### src/rtl/lobster_pkg.sv
// Shared definitions for the data-bus arbiter: port indices, FSM state encoding
// and small port-index helpers.
package lobster_pkg;

  localparam int NUM_PORTS = 3;

  localparam logic [1:0] PORT_FETCH = 2'd0;
  localparam logic [1:0] PORT_LOAD  = 2'd1;
  localparam logic [1:0] PORT_STORE = 2'd2;

  typedef enum logic [1:0] {
    ST_IDLE  = 2'd0,
    ST_ISSUE = 2'd1,
    ST_WAIT  = 2'd2
  } arb_state_t;

  function automatic logic [1:0] port_idx(input logic [2:0] onehot);
    port_idx = onehot[2] ? PORT_STORE : (onehot[1] ? PORT_LOAD : PORT_FETCH);
  endfunction

  // Port following p in round-robin order, wrapping store back to fetch.
  function automatic logic [1:0] port_next(input logic [1:0] p);
    port_next = (p == PORT_STORE) ? PORT_FETCH : p + 2'd1;
  endfunction

endpackage

### src/rtl/lobster_dbus_arbiter_if.sv
// Requester + SRAM bundle of the data-bus arbiter. The arbiter uses the slave
// view; the environment (requesters and SRAM model) uses the master view.
interface lobster_dbus_arbiter_if #(
  parameter int ADDR_WIDTH = 36
);
  logic [2:0]            req;
  logic [ADDR_WIDTH-1:0] addr_f;
  logic [ADDR_WIDTH-1:0] addr_l;
  logic [ADDR_WIDTH-1:0] addr_s;
  logic [63:0]           wdata_s;
  logic [2:0]            done;
  logic                  err;
  logic [63:0]           rdata;
  logic                  ce;
  logic                  we;
  logic [ADDR_WIDTH-1:0] addr_in;
  logic [ADDR_WIDTH-1:0] addr_out;
  logic [63:0]           data_out;
  logic [63:0]           data_in;
  logic                  rdy;

  modport slave (
    input  req, addr_f, addr_l, addr_s, wdata_s, data_in, rdy,
    output done, err, rdata, ce, we, addr_in, addr_out, data_out
  );

  modport master (
    output req, addr_f, addr_l, addr_s, wdata_s, data_in, rdy,
    input  done, err, rdata, ce, we, addr_in, addr_out, data_out
  );
endinterface

### src/rtl/lobster_dbus_pick.sv
// Combinational winner select: scans the request vector starting at i_ptr,
// ascending (round-robin) or descending (fixed store > load > fetch).
module lobster_dbus_pick
  import lobster_pkg::*;
#(
  parameter bit DESCEND = 1'b0
) (
  input  logic [2:0] i_req,
  input  logic [1:0] i_ptr,
  output logic [2:0] o_grant
);

  logic       w_found;
  logic [2:0] w_idx;

  always_comb begin
    o_grant = '0;
    w_found = 1'b0;
    w_idx   = '0;
    for (int k = 0; k < NUM_PORTS; k++) begin
      if (DESCEND) w_idx = {1'b0, i_ptr} + 3'd3 - 3'(k);
      else         w_idx = {1'b0, i_ptr} + 3'(k);
      if (w_idx >= 3'd3) w_idx = w_idx - 3'd3;
      if (!w_found && i_req[w_idx[1:0]]) begin
        o_grant[w_idx[1:0]] = 1'b1;
        w_found             = 1'b1;
      end
    end
  end

endmodule

### src/rtl/lobster_dbus_arbiter.sv
// Three-port (fetch/load/store) arbiter onto a single SRAM with WAIT timeout.
// Define LOBSTER_DBUS_RR_EN for round-robin arbitration; default is fixed priority.
module lobster_dbus_arbiter
  import lobster_pkg::*;
#(
  parameter int ADDR_WIDTH = 36,
  parameter int TIMEOUT    = 255
) (
  input logic                    clk,
  input logic                    rst,
  lobster_dbus_arbiter_if.slave  bus
);

  localparam logic [15:0] WAIT_LAST = 16'(TIMEOUT - 1);

  arb_state_t            r_state, w_state_nxt;
  logic [1:0]            r_port, w_port_nxt;
  logic                  r_ce, w_ce_nxt;
  logic                  r_we, w_we_nxt;
  logic [2:0]            r_done, w_done_nxt;
  logic                  r_err, w_err_nxt;
  logic [63:0]           r_rdata, w_rdata_nxt;
  logic [ADDR_WIDTH-1:0] r_addr, w_addr_nxt;
  logic [63:0]           r_dout, w_dout_nxt;
  logic [15:0]           r_cnt, w_cnt_nxt;
  logic                  w_fin;
  logic [1:0]            w_start;
  logic [2:0]            w_grant;
  logic [1:0]            w_win;
  logic [ADDR_WIDTH-1:0] w_win_addr;

`ifdef LOBSTER_DBUS_RR_EN
  localparam bit PICK_DESC = 1'b0;

  // Last completed port; resets to store so the first search starts at fetch.
  logic [1:0] r_last;

  always_ff @(posedge clk) begin
    if (rst)        r_last <= PORT_STORE;
    else if (w_fin) r_last <= r_port;
  end

  assign w_start = port_next(r_last);
`else
  localparam bit PICK_DESC = 1'b1;

  assign w_start = PORT_STORE;
`endif

  lobster_dbus_pick #(.DESCEND(PICK_DESC)) u_pick (
    .i_req   (bus.req),
    .i_ptr   (w_start),
    .o_grant (w_grant)
  );

  assign w_win = port_idx(w_grant);

  always_comb begin
    case (w_win)
      PORT_STORE: w_win_addr = bus.addr_s;
      PORT_LOAD:  w_win_addr = bus.addr_l;
      default:    w_win_addr = bus.addr_f;
    endcase
  end

  always_ff @(posedge clk) begin
    if (rst) begin
      r_state <= ST_IDLE;
      r_port  <= PORT_FETCH;
      r_ce    <= 1'b0;
      r_we    <= 1'b0;
      r_done  <= '0;
      r_err   <= 1'b0;
      r_rdata <= '0;
      r_addr  <= '0;
      r_dout  <= '0;
      r_cnt   <= '0;
    end else begin
      r_state <= w_state_nxt;
      r_port  <= w_port_nxt;
      r_ce    <= w_ce_nxt;
      r_we    <= w_we_nxt;
      r_done  <= w_done_nxt;
      r_err   <= w_err_nxt;
      r_rdata <= w_rdata_nxt;
      r_addr  <= w_addr_nxt;
      r_dout  <= w_dout_nxt;
      r_cnt   <= w_cnt_nxt;
    end
  end

  // Command outputs are registered so ce/we rise with ISSUE and fall with the
  // done pulse; rdy is only looked at in WAIT.
  always_comb begin
    w_state_nxt = r_state;
    w_port_nxt  = r_port;
    w_ce_nxt    = r_ce;
    w_we_nxt    = r_we;
    w_done_nxt  = '0;
    w_err_nxt   = 1'b0;
    w_rdata_nxt = r_rdata;
    w_addr_nxt  = r_addr;
    w_dout_nxt  = r_dout;
    w_cnt_nxt   = r_cnt;
    w_fin       = 1'b0;
    case (r_state)
      ST_IDLE: begin
        if (|bus.req) begin
          w_state_nxt = ST_ISSUE;
          w_port_nxt  = w_win;
          w_addr_nxt  = w_win_addr;
          w_dout_nxt  = (w_win == PORT_STORE) ? bus.wdata_s : '0;
          w_ce_nxt    = 1'b1;
          w_we_nxt    = (w_win == PORT_STORE);
        end
      end
      ST_ISSUE: begin
        w_state_nxt = ST_WAIT;
        w_cnt_nxt   = '0;
      end
      ST_WAIT: begin
        if (bus.rdy) begin
          w_fin              = 1'b1;
          w_done_nxt[r_port] = 1'b1;
          if (r_port != PORT_STORE) w_rdata_nxt = bus.data_in;
        end else if (r_cnt == WAIT_LAST) begin
          w_fin              = 1'b1;
          w_done_nxt[r_port] = 1'b1;
          w_err_nxt          = 1'b1;
          w_rdata_nxt        = '0;
        end else begin
          w_cnt_nxt = r_cnt + 16'd1;
        end
        if (w_fin) begin
          w_state_nxt = ST_IDLE;
          w_ce_nxt    = 1'b0;
          w_we_nxt    = 1'b0;
        end
      end
      default: begin
        w_state_nxt = ST_IDLE;
        w_ce_nxt    = 1'b0;
        w_we_nxt    = 1'b0;
      end
    endcase
  end

  assign bus.ce       = r_ce;
  assign bus.we       = r_we;
  assign bus.done     = r_done;
  assign bus.err      = r_err;
  assign bus.rdata    = r_rdata;
  assign bus.addr_in  = r_addr;
  assign bus.addr_out = r_addr;
  assign bus.data_out = r_dout;

endmodule

### src/flat_wrapper.sv
// flat-port wrapper written by rule: the top's interface ports become plain ports
module lobster_dbus_arbiter_flat import lobster_pkg::*;
#(
  parameter int ADDR_WIDTH = 36,
  parameter int TIMEOUT    = 255
)
  (clk, rst, bus_req, bus_addr_f, bus_addr_l, bus_addr_s, bus_wdata_s, bus_data_in, bus_rdy, bus_done, bus_err, bus_rdata, bus_ce, bus_we, bus_addr_in, bus_addr_out, bus_data_out);
  lobster_dbus_arbiter_if #(.ADDR_WIDTH(ADDR_WIDTH)) bus_i ();
  input logic clk;
  input logic rst;
  input wire logic [$bits(bus_i.req)-1:0] bus_req;
  input wire logic [$bits(bus_i.addr_f)-1:0] bus_addr_f;
  input wire logic [$bits(bus_i.addr_l)-1:0] bus_addr_l;
  input wire logic [$bits(bus_i.addr_s)-1:0] bus_addr_s;
  input wire logic [$bits(bus_i.wdata_s)-1:0] bus_wdata_s;
  input wire logic [$bits(bus_i.data_in)-1:0] bus_data_in;
  input wire logic [$bits(bus_i.rdy)-1:0] bus_rdy;
  output wire logic [$bits(bus_i.done)-1:0] bus_done;
  output wire logic [$bits(bus_i.err)-1:0] bus_err;
  output wire logic [$bits(bus_i.rdata)-1:0] bus_rdata;
  output wire logic [$bits(bus_i.ce)-1:0] bus_ce;
  output wire logic [$bits(bus_i.we)-1:0] bus_we;
  output wire logic [$bits(bus_i.addr_in)-1:0] bus_addr_in;
  output wire logic [$bits(bus_i.addr_out)-1:0] bus_addr_out;
  output wire logic [$bits(bus_i.data_out)-1:0] bus_data_out;
  assign bus_i.req = bus_req;
  assign bus_i.addr_f = bus_addr_f;
  assign bus_i.addr_l = bus_addr_l;
  assign bus_i.addr_s = bus_addr_s;
  assign bus_i.wdata_s = bus_wdata_s;
  assign bus_i.data_in = bus_data_in;
  assign bus_i.rdy = bus_rdy;
  assign bus_done = bus_i.done;
  assign bus_err = bus_i.err;
  assign bus_rdata = bus_i.rdata;
  assign bus_ce = bus_i.ce;
  assign bus_we = bus_i.we;
  assign bus_addr_in = bus_i.addr_in;
  assign bus_addr_out = bus_i.addr_out;
  assign bus_data_out = bus_i.data_out;
  lobster_dbus_arbiter #(.ADDR_WIDTH(ADDR_WIDTH), .TIMEOUT(TIMEOUT)) u_core (.clk(clk), .rst(rst), .bus(bus_i));
endmodule
### config.mk
export PLATFORM = sky130hd
export DESIGN_NAME = lobster_dbus_arbiter_flat
export DESIGN_NICKNAME = d
export VERILOG_FILES = /design/src/rtl/lobster_pkg.sv /design/src/rtl/lobster_dbus_arbiter_if.sv /design/src/rtl/lobster_dbus_pick.sv /design/src/rtl/lobster_dbus_arbiter.sv /design/src/flat_wrapper.sv
export SDC_FILE = /design/constraint.sdc
export NUM_CORES = 1
export LEC_CHECK = 0
export CAP_MARGIN = 40
export CORE_AREA = 2 2 176 178
export DETAILED_ROUTE_END_ITERATION = 7
export DIE_AREA = 0 0 178 180
export PLACE_DENSITY_LB_ADDON = 0.25
export SYNTH_ARGS = -nofsm -noshare
export SYNTH_HDL_FRONTEND = slang
export SYNTH_SLANG_ARGS = --single-unit
### constraint.sdc
create_clock -name clk -period 3.2 [get_ports clk]
set_input_delay 0.8 -clock clk [delete_from_list [all_inputs] [get_ports clk]]
set_output_delay 0.8 -clock clk [all_outputs]
set_load 0.1 [all_outputs]
Word level (Yosys, flattened, before mapping):

Cells that the tools add are included.

* bits in registers: 190
* output and inout port bits: 206

* $add $sub $neg: 1
* magnitude comparators: 2
* eq/ne operators: 11
* muxes and demuxes: 28
* bitwise operators: 2
* reduce and logical (&&, ||, !) cells: 14

Operators with widths (number)
* 64-bit 2-to-1 mux: 4
* 36-bit case mux with 2 select lines: 1
* 16-bit 2-to-1 mux: 2
* 16-bit case mux with 2 select lines: 1
* 16-bit by 1-bit adder with 16-bit output (second input constant): 1
* 16-bit by 8-bit == test with 1-bit output (second input constant): 1
* 1-bit 2-to-1 mux: 9
* 3-bit 2-to-1 mux: 3
* 3-bit AND reduction: 3
* 2-bit 2-to-1 mux: 4
* 2-bit by 1-bit inequality test with 1-bit output (second input constant): 3
* 2-bit inequality test (second input constant): 3
* 1-bit case mux with 3 select lines: 2
* 2-bit case mux with 3 select lines: 1
* 3-bit OR reduction: 2
* 2-bit by 1-bit == test with 1-bit output (second input constant): 2
* 2-bit == test (second input constant): 2
* 2-bit AND reduction: 2
* 2-bit nonzero test: 2
* 2-bit by 3-bit less-than comparator with 1-bit output (second input constant): 1
* 1-bit demux with 2-bit select: 1
* 2-bit by 1-bit >= comparator with 1-bit output (second input constant): 1
* 1-bit logical AND: 2
* 2-bit zero test: 1
* other kinds (3): 4

Depth between registers and ports, before layout:

Gate-level depths: netlist of the first run.

* depth after elaboration: 9
* mapped depth: 10

Modules after synthesis:

From an unflattened synthesis of the first run, not the netlist that was laid out.

* cells, all modules: 935
* area total of the unflattened synthesis: 8107.8 sq um

By module, submodules not included
* lobster_dbus_arbiter: instances 1, cells each 900, area an instance 7851.3 sq um, sequential area each 3803.6 sq um
* lobster_dbus_pick: instances 1, cells each 35, area an instance 256.5 sq um, sequential area each 0.0 sq um

Least setup slack after synthesis of the first run:

OpenSTA, ideal clock, no wires.

* path kind: flip-flop to output port
* from: register u_core.r_addr[0] (netlist: u_core.bus.addr_in[0])
* to: output port bus_addr_out[0]
* arrival: 1.373 ns
* data required time: 2.400 ns
* path slack: 1.027 ns
* stages on the path, launching flop included: 2
* buffers on the path: 1
* path through: dfxtp_1 -> buf_4

RTL lines
* start, declared: RTL line lobster_dbus_arbiter.sv:23 `logic [ADDR_WIDTH-1:0] r_addr, w_addr_nxt;`
* start signal, assigned: RTL line lobster_dbus_arbiter.sv:86 `r_addr <= w_addr_nxt;`
* end, declared: RTL line flat_wrapper.sv:24 `output wire logic [$bits(bus_i.addr_out)-1:0] bus_addr_out;`

No word-level cell between the ends.

Worst setup path after layout of the first run:

* from: register u_core.r_cnt[0]
* to: register u_core.r_rdata[18] (netlist: u_core.bus.rdata[18])

* cells in the longest elaborated chain, start to end: 3

Ends and longest elaborated chain
* start, declared: RTL line lobster_dbus_arbiter.sv:25 `logic [15:0] r_cnt, w_cnt_nxt;`
* start signal, assigned: RTL line lobster_dbus_arbiter.sv:88 `r_cnt <= w_cnt_nxt;`
* 16-bit by 8-bit == test with 1-bit output: RTL line lobster_dbus_arbiter.sv:126 `end else if (r_cnt == WAIT_LAST) begin`
* 2-bit nonzero test (no line)
* 3-bit AND reduction (no line)
* end signal, assigned: RTL line lobster_dbus_arbiter.sv:85 `r_rdata <= w_rdata_nxt;`
* end, declared: RTL line lobster_dbus_arbiter.sv:22 `logic [63:0] r_rdata, w_rdata_nxt;`

Every way passes these cells.
A chain may end at the register's enable or synchronous reset.

==> results of run 1 <==
power groups by stage:
stage	Combinational (mW)	Clock [mW]	Sequential, mW
finish	2.23	2.17	2.59
global route	2.33	2.35	2.60
CTS	2.25	2.25	2.59
detailed placement	2.25	0	2.64
global placement	2.24	0	2.64
floorplan	0.766	0	3.47
state kept, by name, summed over array words and instances, names as in the netlist:
register and count:
u_core.r_cnt 16, u_core.bus.ce 1, u_core.r_port 2, u_core.bus.data_out 64, u_core.bus.addr_in 36, u_core.bus.rdata 64, u_core.bus.done 3, u_core.bus.err 1
u_core.bus.we 1, u_core.r_state 2
cell usage in the layout (no fill, tap or decap), types with 4 or more instances in the layout:
| cell | synthesis | routed |
|---|---|---|
| a21oi_1 | 45 | 45 |
| a22o_1 | 64 | 64 |
| a22oi_1 | 65 | 65 |
| buf_4 | 36 | 214 |
| clkbuf_16 | 0 | 17 |
| clkdlybuf4s50_1 | 0 | 238 |
| clkinv_8 | 0 | 4 |
| dfxtp_1 | 190 | 190 |
| inv_1 | 6 | 6 |
| inv_6 | 0 | 5 |
| mux2i_1 | 40 | 40 |
| nand2_1 | 125 | 124 |
| nand3_1 | 6 | 6 |
| nand4_1 | 8 | 8 |
| nor2_1 | 79 | 78 |
| nor3_1 | 8 | 7 |
| nor4_1 | 5 | 5 |
| o21ai_0 | 46 | 46 |
| or3_1 | 6 | 6 |
per-stage QoR:
| step | std cells | worst slack, ps |
|---|---|---|
| 2_1_floorplan | 836 | 1030 |
| 4_1_cts | 1620 | 877 |
| 6_report | 1620 | 856 |
| 3_3_place_gp | 1588 | 443 |
| 3_5_place_dp | 1588 | 442 |
| 5_1_grt | 1620 | 634 |
critical path, cell delays in order (launching register included):
cell,delay (ps)
dfxtp_1,380
inv_1,90
ha_1,240
and4b_1,190
and4_4,230
o21ai_0,170
nor2b_4,160
buf_4,550
a22o_1,260
logic make-up after synthesis:
family                     Yosys count  synth area share (%)
AOI/OAI and AO/OA                  234                  21.3
xor gates and xnor gates             1                 0.116
adders and majority gates            2                 0.331
buffers and inverters              107                  7.46
DFF                                190                  50.3
muxes                               40                  5.29
and+or+nand+nor                    262                  15.2
cell type report:
| class | count | area (um2) |
|---|---|---|
| fill | 3013 | 18000 |
| multi-input combinational | 539 | 3230 |
| clock inverter | 14 | 161 |
| sequential | 190 | 3800 |
| tap | 396 | 495 |
| timing repair buffer | 457 | 4060 |
| clock buffer | 18 | 439 |
| inverter | 6 | 22.5 |
per-layer routing:
metal / up-vias / track usage (%)
li1: 3679 / -
met1: 3479 / 21.0
met2: 235 / 28.8
met3: 15 / 4.15
met4: 0 / 3.74
met5: - / 0
path summary, 6_finish.rpt:
| check | startpoint | to | slack (ps) | depth (start not counted) |
|---|---|---|---|---|
| worst max-delay path | u_core.r_cnt[0] | u_core.bus.rdata[18] | 860 | 8 |
| worst min-delay path | u_core.bus.addr_in[10] | u_core.bus.addr_in[10] | 480 | 2 |
| worst max register to register | u_core.r_cnt[0] | u_core.bus.rdata[18] | 860 | 8 |
| worst min register to register | u_core.bus.addr_in[10] | u_core.bus.addr_in[10] | 480 | 2 |
==> flow_metrics.tcl, run 1 <==
set metrics [dict create \
    yosysTopAreaCell "dfxtp_1" \
    clk_pin_slew_ps 80 \
    clock_latency_ps 430 \
    first_iter_violations 385 \
    wire_per_inst_um 17.0 \
    fin_nets 1455 \
    pwr-share-seq_pct 37.0 \
    dr_wl_met2_mm 13.7 \
    design.core.area_um2 30200 \
    cell_internal_pwr_mw 4.18 \
    syn_avg_cell_area_um2 9.05 \
    cts_resized 0 \
    synth_area_leaders "dfxtp_1 (50%), a22o_1 (7.4%), a22oi_1 (6.4%)" \
    hold_viol 0 \
    row_count 64 \
    drc 0 \
    synth_top_cell_area_share_pct 50.3 \
    ioPinCount 448 \
    end_kind "register" \
    die_y_um 180 \
    root_buffer "clkbuf_16" \
    vdd_drop_max_v 0.000386 \
    postSynthCellCount 836 \
    p_switching_mw 2.81 \
    grt_util_all_layers_pct 16.8 \
    final.setup.tns_ps 0 \
    clkPwrFrac_pct 31.0 \
    cts_hold_buf 0 \
    setup_viol 0 \
    cts_sinks 190 \
    pwr_density_cell_nw_per_um2 573 \
    hold_ws_ps 483 \
    max_slew.worst_pin.slew_ps 727 \
    pwr-share-comb_pct 31.9 \
    cts_tree "yes" \
    area_growth_pct 61.4 \
    yosysSeqAreaShare_pct 50.3 \
    start_kind "register" \
    wl_met1_mm 11.9 \
    synth_edf_count 0 \
    final_core_util_pct 40.4 \
    hpwl_mm 20.1 \
    vias 7408 \
    clock.fmax_ghz 0.427 \
    synth_nets 1080 \
    yosysMostFrequentCell "dfxtp_1" \
    wl_met3_mm 1.70 \
    antenna_found_initial 1 \
    cp_max_fo 64 \
    placed_area_um2 11600 \
    grt_pass1_vias 7279 \
    drv_cap 0 \
    diodes 0 \
    ys_ff_latch 190 \
    total_power_mw 6.99 \
    cts_max_level 4 \
    syn_area_um2 7570 \
    p_leak_nw 5.18 \
    die_w_um 178 \
    clockBufferDepth 2 \
    required_ps 3560 \
    cts_setup_buffers 0 \
    drtPass1Iterations 7 \
    min_period_over_period_pct 73.3 \
    die_area_um2 32000 \
    cts-buffers-inserted 17 \
    min_path_type "register to register" \
    initial_core_util_pct 25.1 \
    finalMaxSlewViolations 0 \
    vias_per_cell 4.57 \
    drive_gt1_share_pct 21.7 \
    final_area_um2 12200 \
    ys_async_sr_fraction_pct 0 \
    gr-total-overflow 0 \
    rsz0062_at_grt "no" \
    status "finished clean" \
    port_buffers 447 \
    synth_flop_cell "dfxtp_1" \
    slew_headroom_pct 51.5 \
    skew_ps 16.4 \
    ys_top_cells_by_count "dfxtp_1 (190), nand2_1 (125), nor2_1 (79), a22oi_1 (65), a22o_1 (64)" \
    grt_pass1_wl_mm 42.3 \
    wirelength_mm 27.6 \
    antenna_left 0 \
    finalCriticalPeriod_ps 2340 \
    synth_warnings 0 \
    yosysUniqueCellTypes 47 \
    worst-setup-path-type "register to register" \
    switching_share_pct 40.2 \
    grt_max_degree 97 \
    top_layer_used "met4" \
    routabilityCongestion 0.825 \
    arrival_ps 2710 \
]
(Power assumes the default switching activity.)
==> inputs of run 2 (changes only) <==
==> constraint.sdc (replaced) <==
create_clock -name clk -period 2.1 [get_ports clk]
set_input_delay 0.525 -clock clk [delete_from_list [all_inputs] [get_ports clk]]
set_output_delay 0.525 -clock clk [all_outputs]
set_load 0.1 [all_outputs]
==> run 2 against run 1 <==
Against the previous run:
- largest cell class unchanged
- critical path depth fell by 1
- utilization rose by 1.5 points
- worst setup slack got worse by 770 ps
- clock skew rose by 4.1 ps
- critical path type unchanged
- register-to-register slack got worse by 770 ps
- fmax rose by 16%
- cell count rose by 1.8%
- global-route usage rose by 0.36 points
- die area did not move
- design area rose by 3.6%
- power rose by 56%
- clock power rose by 56%
==> flow_metrics.tcl, run 2 (synthesized netlist as in run 1, its figures left out) <==
set metrics [dict create \
    setup_viol 0 \
    final_cell_mix "clkdlybuf4s50_1 (238), buf_4 (226), dfxtp_1 (188), nand2_1 (124), nor2_1 (78)" \
    pwr_density_cell_nw_per_um2 860 \
    end_kind "register" \
    total_power_mw 10.9 \
    layout.cells.non_filler 1649 \
    grt_util_all_layers_pct 17.1 \
    antenna_found_initial 1 \
    die_area_um2 32000 \
    drv_cap 0 \
    rsz0062_at_grt "no" \
    crit_buf_inv 1 \
    rrSetupSlack_ps 90 \
    arrival_ps 2380 \
    finalCriticalPeriod_ps 2010 \
    clock.fmax_ghz 0.497 \
    final_area_um2 12600 \
    slowest_delay_ps 480 \
    crit_family "simple AND/OR/NAND/NOR gates" \
    design.core.area_um2 30200 \
    cts_tree "yes" \
    root_buffer "clkbuf_16" \
    start_kind "register" \
    routabilityCongestion 0.853 \
    min_path_type "register to register" \
    row_count 64 \
    wirelength_mm 28.3 \
    drtPass1Iterations 5 \
    cts_hold_buf 0 \
    port_buffers 447 \
    area_growth_pct 67.2 \
    timing.final.ws_setup_ps 86.7 \
    drc 0 \
    vias 7535 \
    status "finished clean" \
    hold_viol 0 \
    cp_max_fo 6 \
    skew_ps 20.5 \
    antenna_left 0 \
    fin_nets 1483 \
    path_cells "inv_2 > ha_1 > and4b_1 > and4_4 > or3_4 > or4_1 > nand3_1" \
    final_common_cell "clkdlybuf4s50_1" \
    clock_latency_ps 440 \
    grt_pass1_wl_mm 42.8 \
    p_leak_nw 5.38 \
    wire_per_inst_um 17.2 \
    grt_pass1_vias 7257 \
    max_slew.worst_pin.slew_ps 454 \
    required_ps 2470 \
    clk_pin_slew_ps 80 \
    die_w_um 178 \
    worst-setup-path-type "register to register" \
    cp_slowest_cell "or4_1" \
    gr-total-overflow 0 \
    first_iter_violations 299 \
    placed_area_um2 12000 \
    placedCellCount 1615 \
    drive_gt1_share_pct 23.7 \
    die_y_um 180 \
    vias_per_cell 4.57 \
    ioPinCount 448 \
    cts_sinks 190 \
    cts_max_level 4 \
    initial_core_util_pct 25.1 \
    finalMaxSlewViolations 0 \
    hpwl_mm 21.5 \
    min_period_over_period_pct 95.9 \
    dp_slack_ps -8.98 \
    slew_headroom_pct 69.8 \
    cts-buffers-inserted 17 \
    clockBufferDepth 2 \
    final_core_util_pct 41.9 \
    grt_max_degree 83 \
    vdd_drop_max_v 0.000413 \
]
## run 2: cell count changes in the layout (fill, tap and decap cells not counted), moves of 2 or more
cell | before | now
dfxtp_1 | 190 | 188
inv_8 | 2 | 0
dfxtp_2 | 0 | 2
buf_4 | 214 | 226
inv_6 | 5 | 7
buf_12 | 3 | 19
## run 2: what timing repair did
| item | in CTS | in global routing |
|---|---|---|
| setup buffers | 0 | 1 |
| resized for setup | 0 | 2 |
| endpoints found under the setup margin | 0 | 34 |
## run 2: worst reg2reg max path: stages, from the launching register on
cell and delay [ps]:
dfxtp_2 340, inv_2 40, ha_1 220, and4b_1 180
and4_4 210, or3_4 400, or4_1 480, nand3_1 90
## run 2: routing by layer
metal | up-vias | part of all wire, % | global-route usage (%)
met5 | - | 0 | 0
met4 | 0 | 1.9 | 4.89
met3 | 29 | 6.0 | 4.46
met2 | 228 | 49 | 29.1
met1 | 3546 | 43 | 21.2
li1 | 3732 | - | -
## run 2: power by group
group	leakage, nW	internal (mW)	switching, mW
Combinational	3.53	1.05	2.50
Sequential	1.55	3.79	0.149
Clock	0.298	1.73	1.65
Total	5.38	6.57	4.30
## run 2: per-stage QoR
step                hold slack, ps  TNS, ps
global route                   492        0
CTS                            484        0
floorplan                      400        0
global placement               464    -1.86
finish                         480        0
detailed placement             465    -8.98
## run 2: final timing paths
| path | end | depth (start not counted) | start |
|---|---|---|---|
| max | u_core.r_cnt[14] | 7 | u_core.r_cnt[0] |
| min reg2reg | u_core.bus.addr_in[7] | 2 | u_core.bus.addr_in[7] |
| min | u_core.bus.addr_in[7] | 2 | u_core.bus.addr_in[7] |
| max reg2reg | u_core.r_cnt[14] | 7 | u_core.r_cnt[0] |
## run 2: area by class of cell
type                            instances  area, um2
Inverter                                6       22.5
Fill cell                            2969      17500
Tap cell                              396        495
Antenna cell                            1       2.50
Clock buffer                           18        429
Clock inverter                         14        189
Timing Repair Buffer                  485       4470
Multi-Input combinational cell        539       3230
Sequential cell                       190       3810
==> inputs of run 3 (changes only) <==
--- a/config.mk
+++ b/config.mk
@@ -7,6 +7,7 @@
 export LEC_CHECK = 0
 export CAP_MARGIN = 40
 export CORE_AREA = 2 2 176 178
+export CTS_CLUSTER_DIAMETER = 100
 export DETAILED_ROUTE_END_ITERATION = 7
 export DIE_AREA = 0 0 178 180
 export PLACE_DENSITY_LB_ADDON = 0.25
==> results of run 3 <==
Same layout as run 2: the final DEF is identical, and so are final timing and power.
